<file path="src/rtl/fetch_unit.sv">
// rtl/fetch_unit.sv - single-outstanding instruction fetch unit with redirect and flush
module fetch_unit #(
    parameter int                      DATA_WIDTH = 32,
    parameter logic [DATA_WIDTH-1:0]   RESET_PC   = '0
) (
    input  logic                  clk,
    input  logic                  rst,
    output logic                  imem_req_valid,
    input  logic                  imem_req_ready,
    output logic [DATA_WIDTH-1:0] imem_addr,
    input  logic                  imem_rsp_valid,
    input  logic [DATA_WIDTH-1:0] imem_rsp_data,
    output logic [DATA_WIDTH-1:0] instruction,
    output logic [DATA_WIDTH-1:0] instr_pc,
    output logic                  instr_valid,
    input  logic                  instr_ready,
    input  logic                  redirect_valid,
    input  logic [DATA_WIDTH-1:0] redirect_pc
);

    typedef enum logic [1:0] {
        S_FETCH = 2'd0,
        S_WAIT  = 2'd1,
        S_HOLD  = 2'd2,
        S_FLUSH = 2'd3
    } state_t;

    state_t                state;
    state_t                state_next;
    logic [DATA_WIDTH-1:0] pc;
    logic                  capture;
    logic                  drop_hold;

    assign imem_addr = pc;

    // State register; reset lands in FETCH so the first request goes out right after release
    always_ff @(posedge clk or posedge rst) begin
        if (rst) begin
            state <= S_FETCH;
        end else begin
            state <= state_next;
        end
    end

    // Next-state logic; a redirect outranks every other event in the same cycle
    always_comb begin
        state_next = state;
        case (state)
            S_FETCH: begin
                if (!redirect_valid && imem_req_ready) begin
                    state_next = S_WAIT;
                end
            end
            S_WAIT: begin
                if (redirect_valid) begin
                    // A same-cycle response is the stale one, so nothing left to flush
                    state_next = imem_rsp_valid ? S_FETCH : S_FLUSH;
                end else if (imem_rsp_valid) begin
                    state_next = S_HOLD;
                end
            end
            S_HOLD: begin
                if (redirect_valid || instr_ready) begin
                    state_next = S_FETCH;
                end
            end
            S_FLUSH: begin
                if (imem_rsp_valid) begin
                    state_next = S_FETCH;
                end
            end
            default: state_next = S_FETCH;
        endcase
    end

    // Output decode: request strobe plus capture/release strobes for the datapath
    always_comb begin
        imem_req_valid = 1'b0;
        capture        = 1'b0;
        drop_hold      = 1'b0;
        case (state)
            S_FETCH: imem_req_valid = !redirect_valid && !rst;
            S_WAIT:  capture        = imem_rsp_valid && !redirect_valid;
            S_HOLD:  drop_hold      = redirect_valid || instr_ready;
            default: ;
        endcase
    end

    // Program counter: redirect target is forced word aligned, otherwise advance on capture
    always_ff @(posedge clk or posedge rst) begin
        if (rst) begin
            pc <= RESET_PC;
        end else if (redirect_valid) begin
            pc <= {redirect_pc[DATA_WIDTH-1:2], 2'b00};
        end else if (capture) begin
            pc <= pc + DATA_WIDTH'(4);
        end
    end

    // Held instruction slot; contents only move on a capture, which cannot happen while valid
    always_ff @(posedge clk or posedge rst) begin
        if (rst) begin
            instruction <= '0;
            instr_pc    <= '0;
            instr_valid <= 1'b0;
        end else if (capture) begin
            instruction <= imem_rsp_data;
            instr_pc    <= pc;
            instr_valid <= 1'b1;
        end else if (drop_hold) begin
            instr_valid <= 1'b0;
        end
    end

endmodule

</file>
<file path="config.mk">
export PLATFORM = sky130hd
export DESIGN_NAME = fetch_unit
export DESIGN_NICKNAME = d
export VERILOG_FILES = /design/src/rtl/fetch_unit.sv
export SDC_FILE = /design/constraint.sdc
export NUM_CORES = 1
export LEC_CHECK = 0
export CORE_MARGIN = 4
export CORE_UTILIZATION = 25
export CTS_BUF_LIST = sky130_fd_sc_hd__clkbuf_2 sky130_fd_sc_hd__clkbuf_4 sky130_fd_sc_hd__clkbuf_8
export CTS_CLUSTER_SIZE = 25
export DETAILED_ROUTE_END_ITERATION = 16
export PLACE_DENSITY = 0.52
export REMOVE_ABC_BUFFERS = 1
export SLEW_MARGIN = 20
export SYNTH_ARGS = -nofsm -noshare
export SYNTH_HDL_FRONTEND = slang
export SYNTH_SLANG_ARGS = --single-unit
</file>
<file path="constraint.sdc">
create_clock -name clk -period 4.9 [get_ports clk]
set_input_delay 0.49 -clock clk [delete_from_list [all_inputs] [get_ports clk]]
set_output_delay 0.49 -clock clk [all_outputs]
set_load 0.1 [all_outputs]
</file>
# Word level (Yosys, flattened, before mapping)
# Index checks and enable logic that the tools add are counted.
# totals
regBits,99
inputBits,70
word_cells,37
output_inout_bits,98
# op_classes
n_reduce_logical,10
n_mux,14
addsub,1
eq_ne,7
# op_table
cell,n
$mux 32,2
$add 32x3->32 const B,1
$mux 2,6
$pmux 2 s4,1
$ne 2x2->1 const B,3
$mux 1,5
$eq 2x2->1 const B,2
$reduce_and 4->1,1
$reduce_bool 2->1,2
$logic_and 1x1->1,3
$ne 3x3->1 const B,1
$eq 2x1->1 const B,1
$logic_not 1->1,2
$logic_not 2->1,1
$logic_or 1x1->1,1

# Logic depth before layout (Yosys ltp)
# Gate-level depths: netlist of the first run.
# logic_depth
ltp_word,5
ltp_mapped,6
mapped_depth_nobuf,5

# Worst setup path after synthesis of the first run
# No wires, ideal clock.
# synth_timing
path_kind,input -> output
from,input redirect_valid
to,output imem_req_valid
arrival_ps,3766
path_stages,3
slack_ps,644
required_ps,4410
n_path_buf,2
path_cell_list,clkbuf_1 -> clkbuf_1 -> nor4_1
# synth_between
elab_chain_len,3
# synth_rtl
element,line,text
"start, declared",17,"input logic redirect_valid,"
$logic_not 1->1,82,S_FETCH: imem_req_valid = !redirect_valid && !rst;
$logic_and 1x1->1,82,
$mux 1,81,case (state)
"end, declared",8,"output logic imem_req_valid,"
# Every way passes these cells.

# Worst setup path after layout of the first run
# layout_timing
from,"register pc[9], in the netlist imem_addr[9]"
to,output imem_addr[9]
# layout_lines
element,line,text
"start, declared",30,logic [DATA_WIDTH-1:0] pc;
"start signal, assigned",94,"pc <= {redirect_pc[DATA_WIDTH-1:2], 2'b00};"
"start signal, assigned",96,pc <= pc + DATA_WIDTH'(4);
"end, declared",10,"output logic [DATA_WIDTH-1:0] imem_addr,"
# No word-level cell between the ends.

==> results.txt, run 1 <==
The number of vias in the routed layout is 3375. The detailed-route wire length per cell is ~16 um. The worst slew margin relative to its limit is between 30% and 40%. The flow ran to the end, and the final reports show no timing, DRC or antenna violations. The final clock period utilization by the worst path came out at around 54%.

The critical path's largest stage delay came out at 1.21 ns. The number of global-route vias before repair is around 3.3k. For this design, the sink count on the clock tree is 95. The post-synthesis average cell area is around 12 sq um. The synthesized design contains 0 enable-type register cells. On the critical path the largest part of the delay comes from buffers and inverters. Counting I/O delays and the setup requirement, the final critical path takes about 2.6 ns.

The total routed wirelength came out at 12100 um. The worst setup path is launched from a register. The number of DRC violations after detailed routing came out at 0.

The clock-pin transition on the worst setup and hold timing paths came out at 0.09 ns. In this run the worst hold path is classified as register to register. The total CTS buffers is 9. The aggregate global routing overflow is 0.

The number of instances resized during post-cts repair came out at 0. The die boundary width is between 100 and 150 um. The transition time at the pin with the least slew margin came out at roughly 1.0 ns. The worst hold path startpoint is instr_valid. The maximum count of clock buffers along a single path came out at 2. The arrival time of data at the critical path endpoint came out at 2.16 ns. The number of top-level pins is ~170. The worst min-delay path endpoint is instr_valid. The later-pin clock latency in the skew report came out at 0.37 ns. The number of core rows came out at between 40 and 50.

The number of pins exceeding their max-slew limit in the final report was 0. The worst-case reg-to-reg path depth came out at 4. The first-pass GRT wire length is approximately 18000 um. The hold-critical path depth came out at 2. The number of antenna-violating nets in the routed design came out at 0.

The most used flip-flop cell after synthesis is dfrtp_1. The register-to-register setup slack came out at around 2.6 ns. The share of cells above drive strength 1 came out at about 17%. The slowest stage of the critical path belongs to the cell clkdlybuf4s50_1.

The async set or reset register ratio after synthesis is 100%. The register bit total from synthesis is 95. 0 antenna diodes ended up in the layout. The depth of the CTS H-tree came out at 3. STA classifies the critical path endpoint as a primary output. The number of distinct library cell variants in the gate-level netlist after synthesis is 32. The area of the mapped netlist came out at about 0.0042 sq mm. The worst path required time came out at between 4 and 5 ns.

The most common cell in the synthesized netlist is dfrtp_1. Sorting the synthesized cells by how often they occur yields 95 x dfrtp_1, 62 x mux2_2, 27 x nand2_1. The count of port buffers added during placement is ~160. In the final timing run, aggregate negative setup slack is 0 ns. The portion of the post-synthesis area used by sequential elements is a little under three fifths. The synthesized instance count is ~350. In the post-synthesis netlist, the biggest area contributors are dfrtp_1 56%, mux2_2 17%, or4_1 2.5%, nand2_1 2.4%, o21ai_0 2.4%.

The count of nets after finishing came out at 580. The highest metal layer carrying signal wires in the routed design is met4. The critical path goes through clkdlybuf4s50_1. In this run the worst path has a maximum fanout of 9.

The number of setup buffers added after CTS is 0. The highest clock frequency the design can meet came out at ~380 MHz. The Yosys step of the flow raised 0 warnings. The final setup skew is 0.00819 ns. The first detailed-routing pass took 4 iterations. The initial cell density of the core is between 20% and 30%. The reported max-cap violation count is 0. Setup repair after global routing left no endpoint under its margin.

The initial antenna violation count is 0. The core area is about 0.017 sq mm. The final HPWL from detailed placement is slightly below 9000 um. The cell sitting at the root of the clock tree is a clkbuf_8.

The total routing resource utilization after global routing is roughly 13%. The worst register-to-register path ends at imem_addr[25]. The synthesis-to-finish area growth is 48.9%. Of all cell types, the one taking the most synthesized area is dfrtp_1.

Entering global routing, the biggest net connects 54 pins. After detailed routing, the wire length on met1 is ~4900 um. The die span in y came out at 138 um.

In this run the critical register-to-register path is launched from imem_addr[11]. The portion of synthesized cell area occupied by the leading cell type came out at between 50% and 60%. The number of DRC markers in iteration 0 came out at 117. The type of the worst setup path is register to primary output. The clock tree from TritonCTS is yes. Routability-driven placement finished with a final weighted congestion of 0.699. The number of buffers inserted for hold repair after clock tree synthesis came out at 0. The met2 wire length came out at 6200 um.

The die footprint came out at 0.0190 sq mm. The total buffers and inverters traversed by the critical path came out at 1. The met3 wirelength from detailed routing is between 700 and 800 um. The number of endpoints with negative hold slack in the final report was 0.

The number of vias per cell came out at 4.60. The number of failing setup endpoints in the final timing report is 0.
## sequential cells by signal (all words and copies together), names as in the netlist
name	cells
state	2
instr_pc	30
instr_valid	1
instruction	32
imem_addr	30
## layout make-up
class | count | area (sq um)
Sequential cell | 95 | 2380
Tap cell | 220 | 275
Inverter | 6 | 25.0
Multi-Input combinational cell | 233 | 1730
Fill cell | 1655 | 10300
Timing Repair Buffer | 164 | 1640
Clock inverter | 5 | 81.3
Clock buffer | 11 | 145
## stage by stage
step / worst slack [ns] / utilization (%) / hold slack (ns) / cell area, sq um / cells
2_1_floorplan: 0.961 / - / 0.573 / 4120 / 334
3_3_place_gp: 2.07 / 36.6 / 0.486 / 6050 / 718
3_5_place_dp: 2.05 / 36.6 / 0.489 / 6050 / 718
4_1_cts: 2.21 / 38.0 / 0.507 / 6270 / 734
5_1_grt: 2.17 / 38.0 / 0.534 / 6270 / 734
6_report: 2.25 / 38.0 / 0.504 / 6270 / 734
## routing by layer
metal | global-route usage [%] | up-vias
li1 | - | 1604
met1 | 15.7 | 1668
met2 | 21.1 | 92
met3 | 3.40 | 11
met4 | 4.50 | 0
met5 | 0 | -
## worst max path at each step
stage,startpoint,end,cells after the start
after floorplan,redirect_valid,imem_req_valid,1
after global placement,imem_rsp_valid,imem_addr[29],5
after detailed placement,imem_rsp_valid,imem_addr[25],5
after CTS,imem_addr[9],imem_addr[9],1
after global routing,imem_addr[9],imem_addr[9],1
final,imem_addr[9],imem_addr[9],1
## worst reg2reg max path, cell delays in order (launching register included)
cell	delay [ns]
dfrtp_1	0.49
nand4_1	0.19
or4_1	0.81
or4_1	0.60
a31oi_1	0.17
## layout by cell type (no fill, tap or decap), types with 3 or more instances in the layout
cell type	instances
clkdlybuf4s50_1	160
dfrtp_1	95
mux2_2	62
nand2_1	27
o21ai_0	20
nor2_1	15
a31oi_1	14
nand4_1	14
or4_1	14
nand3_1	11
clkbuf_8	10
o31ai_1	9
xor2_1	6
inv_1	5
and4_1	5
or3_1	5
xnor2_1	5
conb_1	4
and3_1	3
o211ai_1	3
o31a_1	3
nor4_1	3
buf_4	3
## cells by family (layout without fill, tap and decap cells)
kind of cell    count (synthesis)  in the layout  share of synthesized area, %
compound gates                 50             50                          7.36
xor+xnor                       11             11                          2.29
simple gates                  104            104                          13.7
fa+ha+maj                       1              1                         0.297
mux                            63             63                          16.8
flops                          95             95                          56.4
other cells                     1              4                        0.0890
buf+inv                        28            186                          3.09
Power of run 1 is not shown: default switching activity piles up to over one toggle a cycle in this logic, so the estimate is an artifact.
==> run 2: changes to the inputs <==
- PLACE_DENSITY: 0.52 -> 0.54
- clock period: 4.9 -> 2.35 ns (I/O delays scaled with it)
==> run 2 against run 1 <==
Compared with the run above:
- sequential share of layout area increased by 0.63 points
- via count rose by 1.8%
- critical endpoint is now imem_addr[25]
- utilization decreased by 0.62 points
==> results.txt, run 2 (synthesis gave the netlist of run 1 again) <==
The run finished with clean final reports. Setup repair after global routing left no endpoint under its margin. After detailed routing, the number of remaining DRC violations is 0.

Ranked by flip-flop count, first place goes to instruction. Hold repair after CTS inserted 0 buffers. The core area is between 0.015 and 0.02 sq mm.

The worst slew margin relative to its limit is between 60% and 70%. The number of search-and-repair iterations in the first detailed-routing pass is 6. The critical path's largest stage delay came out at roughly 0.52 ns.

The highest clock frequency the design can meet came out at about 470 MHz. The register with the most flip-flops in the layout has 32 of them. Dividing the detail-routed via count by the number of cells gives between 4 and 5.

The first global-routing pass estimated roughly 19000 um of wire. Once the clock tree was built, the setup fixing pass inserted 0 buffers. The synthesis-to-finish area growth is 46.4%.

The final setup skew is around 0.012 ns. The final route contains 3437 vias. The transition time at the pin with the least slew margin came out at 0.511 ns. The number of instances resized during post-cts repair is 0. The total routing resource utilization after global routing came out at 12.7%. The post-route cell area is about 0.0062 sq mm. The top cell types in the final layout, fill and taps aside, are 112 x buf_4, 95 x dfrtp_1, 67 x clkdlybuf4s50_1, 62 x mux2_2, 27 x nand2_1. For this run, the post-layout net count is 598. The final weighted congestion in routability-driven placement came out at ~0.76. The number of standard cells in the final layout excluding fillers came out at roughly 750.

The die boundary width is approximately 140 um. The standard cell area after detailed placement is between 0.005 and 0.006 sq mm. The endpoint identified for the worst register-to-register timing path is imem_addr[25]. The number of DRC markers in iteration 0 came out at 135. The fill cell total of the finished layout came out at 1655. The critical path starts at imem_addr[7]. The number of sinks driven by the clock tree is 95. The initial antenna violation count came to 0.

The signal on the critical path passes through nand4_1 > or4_1 > buf_4 > or4_1 > a31oi_1. The worst setup path is captured at a register. The maximum count of clock buffers along a single path came out at 2. The number of top-level pins is 168. The aggregate global routing overflow is 0. The later-pin clock latency in the skew report came out at around 0.37 ns. The floorplan step defined a die boundary enclosing around 0.019 sq mm.

The detailed-route wire length per cell is around 16 um. The clock tree from TritonCTS is yes. 0 antenna diodes ended up in the layout. The register-to-register setup slack is 0.23 ns. The worst path required time came out at roughly 2.6 ns. The library cell used most frequently in the layout, excluding fill and tap cells, is buf_4.

The die span in y is between 100 and 150 um. The count of nets left with antenna violations once routing finished came out at 0. The initial cell density of the core came out at between 20% and 30%.

The time the worst path needs with I/O delays and setup is about 2.1 ns. The min-delay analysis places its worst path in the category input pin to async pin. The critical path in this run is classified as register to register. The worst-case reg-to-reg path depth came out at 5. Entering global routing, the biggest net connects 54 pins. The count of port buffers added during placement came out at between 150 and 200. The worst setup path is launched from a register. The number of endpoints with negative hold slack in the final report came out at 0. The clock-pin transition on the worst setup and hold timing paths came out at about 0.1 ns. Buffers inserted during clock tree synthesis total 9. The most numerous cell type found on the critical path is or4_1. The arrival time of data at the critical path endpoint came out at 2.41 ns. In this run the critical register-to-register path is launched from imem_addr[7]. The final clock period utilization by the worst path is between 90% and 100%. The count of placed standard cells including taps came out at roughly 740. Clock tree synthesis selected as its root buffer the cell clkbuf_8. The number of pins exceeding their max-slew limit in the final report came out at 0. The number of global-route vias before repair is between 3k and 4k.

The total routed wirelength came out at between 10000 and 15000 um. The number of core rows came out at 47. The share of cells above drive strength 1 came out at 36.7%. The slowest cell on the critical path is or4_1.

The tool flagged a number of max-cap violations equal to 0. The depth of the CTS H-tree came out at 3. Of all nets on the critical path, the largest fanout is 16. The number of failing setup endpoints in the final timing report came out at 0. Once detailed placement completed, the half-perimeter wirelength came to roughly 9000 um.
run 2: cell count changes in the layout (fill, tap and decap cells not counted), sizes merged:
cell           previous run  this run
buf                       4       115
clkdlybuf4s50           160        67
bufinv                    2         1
clkbuf                   11        10
clkinvlp                  1         2
run 2: worst max-delay path, delay by kind of cell, from the launching register on:
family                 cells  cell delay, ns
buffers and inverters      1            0.20
AO/OA/AOI/OAI              1            0.17
AND/OR/NAND/NOR            3            1.22
flip-flops                 1            0.45
run 2: worst max-delay path by stage:
| stage | to | slack (ns) | cells past startpoint |
|---|---|---|---|
| after CTS | imem_addr[25] | 0.22 | 5 |
| final | imem_addr[25] | 0.23 | 5 |
| after global routing | imem_addr[21] | 0.14 | 5 |
| after global placement | imem_addr[21] | 0.05 | 6 |
| after detailed placement | imem_addr[21] | 0.02 | 6 |
| after floorplan | instr_pc[10] | -1.45 | 3 |
run 2: area by class of cell:
type | instances | area [sq um] | share of cell area, %
sequential | 95 | 2380 | 38.5
multi-input combinational | 233 | 1730 | 28.0
timing repair buffer | 182 | 1570 | 25.5
tap | 220 | 275 | 4.46
clock buffer | 10 | 138 | 2.23
clock inverter | 5 | 58.8 | 0.953
inverter | 6 | 25.0 | 0.406
run 2: per-stage QoR:
step	hold WS (ns)	setup WS [ns]	setup TNS, ns	util [%]
finish	0.208	0.228	0	37.3
global placement	0.480	0.0459	0	36.2
floorplan	0.324	-1.45	-129.32	-
CTS	0.197	0.224	0	37.3
global route	0.212	0.142	0	37.3
detailed placement	0.489	0.0242	0	36.2
run 2: routing by layer:
| layer | up-vias | wire (um) | track usage [%] |
|---|---|---|---|
| li1 | 1645 | - | - |
| met1 | 1676 | 5160 | 15.5 |
| met2 | 100 | 5940 | 21.4 |
| met3 | 16 | 818 | 3.94 |
| met4 | 0 | 194 | 3.95 |
| met5 | - | 0 | 0 |
Power of run 2 is left out for the same reason.
